<file path="src/rtl/fifo_rd_ptr_ctrl.sv">
// fifo_rd_ptr_ctrl: async FIFO read-domain pointer, empty/almost-empty flags and fill level.
// Define FIFO_RD_UNDERFLOW_EN to add the sticky rd_underflow flag with its rd_uf_clr clear.
module fifo_rd_ptr_ctrl #(
    parameter int ADDR_W        = 4,
    parameter int SYNC_STAGES   = 2,
    parameter int AEMPTY_THRESH = 2
) (
    input  logic              clk,
    input  logic              rst,
    input  logic              rd_en,
    input  logic [ADDR_W:0]   wr_ptr_gray,
`ifdef FIFO_RD_UNDERFLOW_EN
    input  logic              rd_uf_clr,
    output logic              rd_underflow,
`endif
    output logic [ADDR_W:0]   rd_ptr_gray,
    output logic [ADDR_W-1:0] rd_addr,
    output logic              rd_empty,
    output logic              rd_aempty,
    output logic [ADDR_W:0]   rd_level
);
    localparam logic [ADDR_W:0] AE = AEMPTY_THRESH[ADDR_W:0];

    logic [SYNC_STAGES-1:0][ADDR_W:0] sync_q;
    logic [ADDR_W:0] rbin, rbin_next, gnext, wq_gray, wq_bin, lvl_next;
    logic rd_acc;

    assign rd_acc    = rd_en & ~rd_empty;
    assign rbin_next = rbin + (ADDR_W+1)'(rd_acc);
    assign gnext     = rbin_next ^ (rbin_next >> 1);
    assign wq_gray   = sync_q[SYNC_STAGES-1];
    assign lvl_next  = wq_bin - rbin_next;
    assign rd_addr   = rbin[ADDR_W-1:0];

    // Each binary bit is the XOR of all Gray bits at or above it
    genvar g;
    generate
        for (g = 0; g <= ADDR_W; g++) begin : g2b
            assign wq_bin[g] = ^(wq_gray >> g);
        end
    endgenerate

    always_ff @(posedge clk or posedge rst) begin
        if (rst) begin
            sync_q      <= '0;
            rbin        <= '0;
            rd_ptr_gray <= '0;
            rd_empty    <= 1'b1;
            rd_aempty   <= 1'b1;
            rd_level    <= '0;
        end else begin
            sync_q      <= {sync_q[SYNC_STAGES-2:0], wr_ptr_gray};
            rbin        <= rbin_next;
            rd_ptr_gray <= gnext;
            rd_empty    <= gnext == wq_gray;
            rd_aempty   <= lvl_next <= AE;
            rd_level    <= lvl_next;
        end
    end

`ifdef FIFO_RD_UNDERFLOW_EN
    always_ff @(posedge clk or posedge rst) begin
        if (rst) rd_underflow <= 1'b0;
        else     rd_underflow <= (rd_en & rd_empty) | (rd_underflow & ~rd_uf_clr);
    end
`endif
endmodule
</file>
<file path="config.mk">
export PLATFORM = sky130hd
export DESIGN_NAME = fifo_rd_ptr_ctrl
export DESIGN_NICKNAME = d
export VERILOG_FILES = /design/src/rtl/fifo_rd_ptr_ctrl.sv
export SDC_FILE = /design/constraint.sdc
export NUM_CORES = 1
export LEC_CHECK = 0
export BUFFER_PORTS_ARGS = -buffer_cell sky130_fd_sc_hd__buf_2
export CAP_MARGIN = 25
export CELL_PAD_IN_SITES_DETAIL_PLACEMENT = 0
export CELL_PAD_IN_SITES_GLOBAL_PLACEMENT = 1
export CORE_UTILIZATION = 44
export DETAILED_ROUTE_END_ITERATION = 10
export GPL_TIMING_DRIVEN = 1
export PLACE_DENSITY = 0.93
export SYNTH_ARGS = -nofsm -noshare
export SYNTH_HDL_FRONTEND = slang
export SYNTH_SLANG_ARGS = --single-unit
</file>
<file path="constraint.sdc">
create_clock -name clk -period 8.04 [get_ports clk]
set_clock_uncertainty 0.1 [all_clocks]
set_input_delay 0.402 -clock clk [delete_from_list [all_inputs] [get_ports clk]]
set_output_delay 0.402 -clock clk [all_outputs]
set_load 0.01 [all_outputs]
</file>
# Yosys cells after proc, flatten, opt, wreduce, memory -nomap -nowiden
# Cells that the tools add are included.
# W data, S select, Z words.
# word_totals
regBits,27
input_bits,8
out_inout_bits,16
elab_cells,19
# classes
add_sub_neg,2
order_cmp,1
n_eq_ne,1
n_bitwise,3
reduce_logical,5
# ops
cell,count
$reduce_xor A5 Y1,5
$add A5 B1 Y5,1
$eq A5 B5 Y1,1
$le A5 B2 Y1 const B,1
$sub A5 B5 Y5,1
$xor A5 B4 Y5,1
$and A1 B1 Y1,1
$not A1 Y1,1

# Longest topological paths before layout
# logic_depth
depth_word,5
depth_mapped,10
depth_no_buf,10

# Worst setup path after synthesis
# Ideal clock, no wire load.
# synth_path
path_type,register -> register
from,register rd_empty
to,register rd_aempty
setup_time_ps,84
arrival_time_ps,2397
required_ps,7856
path_slack_ps,5459
stages_incl_launch_ff,11
path_buffers,1
synth_period_minus_slack_ps,2581
path_cell_list,dfstp_2 -> nor2b_1 -> ha_1 -> ha_1 -> clkbuf_1 -> xnor2_1 -> ha_1 -> a21o_1 -> a21bo_1 -> o31ai_2 -> nor3b_1
# synth_between
elab_chain_len,5
# synth_rtl
element,line_no,text
from (decl),18,"output logic rd_empty,"
from (signal assigned),55,rd_empty <= gnext == wq_gray;
$not A1 Y1,28,assign rd_acc = rd_en & ~rd_empty;
$and A1 B1 Y1,28,
$add A5 B1 Y5,29,assign rbin_next = rbin + (ADDR_W+1)'(rd_acc);
via rbin_next[1],25,"logic [ADDR_W:0] rbin, rbin_next, gnext, wq_gray, wq_bin, lvl_next;"
$sub A5 B5 Y5,32,assign lvl_next = wq_bin - rbin_next;
$le A5 B2 Y1,56,rd_aempty <= lvl_next <= AE;
to (signal assigned),49,rd_aempty <= 1'b1;
to (signal assigned),56,
to (decl),19,"output logic rd_aempty,"
# The timed path passes the listed nets, and every way through them passes these cells.

# Worst setup path after layout
# layout_path
from,register sync_q (netlist bit wq_gray[3])
to,register rd_aempty
# layout_between
elab_chain_len,3
elab_cells_between_ends,6
cone_classes,add/sub (1); order compare (1); reduce/logical (4)
# layout_rtl
element,line_no,text
from (decl),24,logic [SYNC_STAGES-1:0][ADDR_W:0] sync_q;
from (signal assigned),52,"sync_q <= {sync_q[SYNC_STAGES-2:0], wr_ptr_gray};"
$reduce_xor A5 Y1,39,assign wq_bin[g] = ^(wq_gray >> g);
$sub A5 B5 Y5 *,32,
$le A5 B2 Y1 *,56,
# Mark *: on every way between the ends. The rest lies on a longest branch, timed or not.

==> impl_summary.txt <==
----------------------------------------------------
[Setup path]
  Number of buffers and inverters on the critical path ... 1
  Cell-by-cell trace of the critical path ... xor2_2 -> xnor2_1 -> xnor2_1 -> ha_1 -> inv_1 -> ha_1 -> a21o_1 -> a21bo_1 -> o31ai_2 -> nor3b_1
  Critical path capture point type ... register
  Top cell family by delay on the critical path ... XOR/XNOR gates
  Setup slack on the worst flop-to-flop path ... 5.32 ns
  Worst reg2reg path endpoint ... rd_aempty
  Crit path DAT ... 2.86 ns
  Startpoint of the most critical register-to-register path ... wq_gray[3]
  Worst setup path class ... register to register
  Critical path required time ... 8.18 ns
  Delay contributed by the slowest stage of the critical path ... 0.44 ns
  Number of cells traversed by the worst register-to-register path ... 10
  Worst-path maximum fanout ... 4
  Max stage delay cell, worst path ... sky130_fd_sc_hd__dfrtp_1
  Startpoint Class ... register

[Floorplan]
  Die height ... 52.5 µm
  I/O pins ... 24
  Number of rows in the core area ... 17
  Starting density of the core ... 48.8%
  Area enclosed by the die boundary ... 2750 µm²
  Core outline area ... 2300 µm²
  Floorplan die width ... 52.5 µm

[Detailed routing]
  Remaining number of nets flagged by the antenna check after routing ... 0
  Initial DRT Pass Iterations ... 2
  Met2 Wirelength ... 816 µm
  Routed length on met3 ... 67 µm
  Per-cell routed wire length ... 11.8 µm
  Total Wirelength ... 1.69 mm
  Vias per inst ... 4.71
  Wl on met1 ... 766 µm
  DR vias ... 673
  Number of violations reported at the end of detailed-routing iteration 0 ... 2
  Number of remaining DRC errors ... 0
  Highest routed layer ... met4

[Placed design]
  Global placement routability congestion ... 0.791
  Half-perimeter wire length after detailed placement ... 1.28 mm
  Cell area reported after detailed placement ... 1270 µm²
  Count of input and output buffers ... 23

[STA]
  Timing-limited maximum frequency ... 368 MHz
  Final critical-path share of the clock period ... 33.8%
  Final number of setup-violating endpoints ... 0
  Setup repair after global routing missed its margin ... no
  Slew HR ... 38.5%
  Worst slew pin tran ... 0.922 ns
  Time the worst path needs with I/O delays and setup ... 2.72 ns
  Setup TNS after final layout ... 0 ns
  Hold Fails Final Rpt ... 0
  Final-report max-slew violation count ... 0

[Clocking]
  Post-cts repair resize count ... 0
  Root buffer cell ... sky130_fd_sc_hd__clkbuf_4
  Worst-path clk slew ... 0.13 ns
  Worst-Skew Late Latency ... 0.31 ns
  Number of H-tree branching levels ... 1
  Number of buffers created by CTS ... 3
  Clock Sink Count ... 26
  Setup bufs post-CTS ... 0
  TritonCTS clock tree ... done
  Longest Clk Path Bufs ... 2
  CTS Hold Bufs ... 0

[GRT]
  GRT Total Usage ... 14.3%
  GR Overflow Total ... 0
  Number of global-route vias before repair ... 622
  Pin count of the biggest net entering global routing ... 27
  Number of antenna violations at the first check in global routing ... 0
  Global-route wire length before repair ... 2.68 mm

[Synthesis]
  Number of synthesized flops with an enable pin ... 0
  Synth Warn # ... 0
  Largest cells by area after synthesis ... sky130_fd_sc_hd__dfrtp_1 54%, sky130_fd_sc_hd__xor2_1 8.6%, sky130_fd_sc_hd__xnor2_1 7.0%
  Gate count of the mapped netlist ... 89
  Seq/Total Area, Yosys ... 58.3%
  Mapped Nets ... 102
  Share of synthesized registers carrying an async set or reset ... 100%
  Area share of the leading cell type in the synthesized netlist ... 53.6%
  Most used flip-flop cell after synthesis ... sky130_fd_sc_hd__dfrtp_1
  Biggest area consumer among synthesized cells ... sky130_fd_sc_hd__dfrtp_1
  Cell area after synthesis ... 1120 µm²
  Distinct cell type count of the synthesized netlist ... 26
  Most common cell in the netlist ... sky130_fd_sc_hd__dfrtp_1
  Top post-synthesis cells by count ... 24 x sky130_fd_sc_hd__dfrtp_1, 11 x sky130_fd_sc_hd__inv_1, 11 x sky130_fd_sc_hd__xor2_1
  Post-synthesis area per instance ... 12.6 µm²
  Total of flip-flops plus latches after synthesis ... 26

[Status]
  Status ... completed

[Layout]
  Fin nets ... 129
  Register area ... 653 µm²
  Multi-input combinational cell area ... 423 µm²
  Number of inserted filler cells in the final layout ... 219
  Final design area excluding fillers ... 1300 µm²
  Share of final-layout standard cells stronger than drive strength 1 ... 28.7%
  Layout overhead on the synthesized area ... 16.3%
  Inserted Diodes ... 0

[Power]
  Total leakage power ... 0.641 nW
  Power density over the cells ... 443 nW/µm²
  VDD IR max ... 223 µV

[Run]
  Reported max-cap violation count ... 0

[Worst hold path]
  WHS Path Cells ... 1
  Worst hold-check path type ... primary input to register
  Worst Hold Path EP ... sync_q[1]
  HP Start ... wr_ptr_gray[1]

----------------------------------------------------
flip-flops by register name (all words and copies together), names as in the netlist:
name and flops:
rd_aempty 1, wq_gray 5, rbin 5, rd_level 5, rd_empty 1, sync_q 5, rd_ptr_gray 4
layout make-up:
| class | count | share of cell area, % |
|---|---|---|
| sequential | 26 | 50.1 |
| multi-input combinational | 51 | 32.4 |
| timing repair buffer | 23 | 8.83 |
| inverter | 11 | 3.17 |
| clock buffer | 4 | 2.78 |
| tap | 28 | 2.69 |
per-layer routing:
| layer | vias up | global-route usage [%] |
|---|---|---|
| li1 | 341 | - |
| met1 | 308 | 15.3 |
| met2 | 20 | 25.3 |
| met3 | 4 | 2.61 |
| met4 | 0 | 9.21 |
| met5 | - | 0 |
how the worst max path moves through the flow:
stage               start         to  slack, ns  depth (start not counted)
2_1_floorplan    rd_empty  rd_aempty       5.46                         10
3_3_place_gp        rd_en  rd_aempty       5.38                         11
3_5_place_dp        rd_en  rd_aempty       5.32                         11
4_1_cts        wq_gray[3]  rd_aempty       5.29                         10
5_1_grt        wq_gray[3]  rd_aempty       5.13                         10
6_report       wq_gray[3]  rd_aempty       5.32                         10
cell usage in the layout (no fill, tap or decap):
cell / Yosys / layout
sky130_fd_sc_hd__a2111oi_0: 1 / 1
sky130_fd_sc_hd__a21bo_1: 1 / 1
sky130_fd_sc_hd__a21o_1: 1 / 1
sky130_fd_sc_hd__a21oi_1: 1 / 1
sky130_fd_sc_hd__and3_2: 1 / 1
sky130_fd_sc_hd__buf_2: 0 / 23
sky130_fd_sc_hd__clkbuf_4: 0 / 3
sky130_fd_sc_hd__clkbuf_8: 0 / 1
sky130_fd_sc_hd__dfrtp_1: 24 / 24
sky130_fd_sc_hd__dfstp_2: 2 / 2
sky130_fd_sc_hd__ha_1: 5 / 5
sky130_fd_sc_hd__inv_1: 11 / 11
sky130_fd_sc_hd__nand2_1: 2 / 2
sky130_fd_sc_hd__nand2b_1: 1 / 1
sky130_fd_sc_hd__nand3_1: 4 / 4
sky130_fd_sc_hd__nand4b_1: 1 / 1
sky130_fd_sc_hd__nor2_1: 3 / 3
sky130_fd_sc_hd__nor2b_1: 1 / 1
sky130_fd_sc_hd__nor3b_1: 1 / 1
sky130_fd_sc_hd__nor4_1: 1 / 1
sky130_fd_sc_hd__o211ai_1: 1 / 1
sky130_fd_sc_hd__o21ai_0: 1 / 1
sky130_fd_sc_hd__o31ai_2: 1 / 1
sky130_fd_sc_hd__o41ai_1: 1 / 1
sky130_fd_sc_hd__or3_1: 1 / 1
sky130_fd_sc_hd__xnor2_1: 9 / 9
sky130_fd_sc_hd__xor2_1: 11 / 11
sky130_fd_sc_hd__xor2_2: 2 / 2
per-stage QoR:
stage | utilization (%) | setup WS [ns] | hold slack, ns | std cells | total power [mW]
after floorplan | - | 5.46 | 0.231 | 89 | 0.437
after global placement | 55.2 | 5.38 | 0.233 | 139 | 0.510
after detailed placement | 55.2 | 5.32 | 0.237 | 139 | 0.520
after CTS | 56.8 | 5.29 | 0.0667 | 143 | 0.588
after global routing | 56.8 | 5.13 | 0.0542 | 143 | 0.632
final | 56.8 | 5.32 | 0.0837 | 143 | 0.577
cell families after synthesis:
| family | after synthesis | synth area share, % |
|---|---|---|
| xor+xnor | 22 | 18.5 |
| compound gates | 8 | 5.80 |
| fa+ha+maj | 5 | 5.58 |
| buf+inv | 12 | 4.02 |
| flops | 26 | 58.3 |
| simple gates | 16 | 7.81 |
where the power goes:
| group | internal (mW) | switching [mW] | leakage [nW] |
|---|---|---|---|
| Sequential | 0.179 | 0.0185 | 0.302 |
| Combinational | 0.137 | 0.180 | 0.318 |
| Clock | 0.0276 | 0.0353 | 0.0210 |
(Power assumes the default switching activity.)
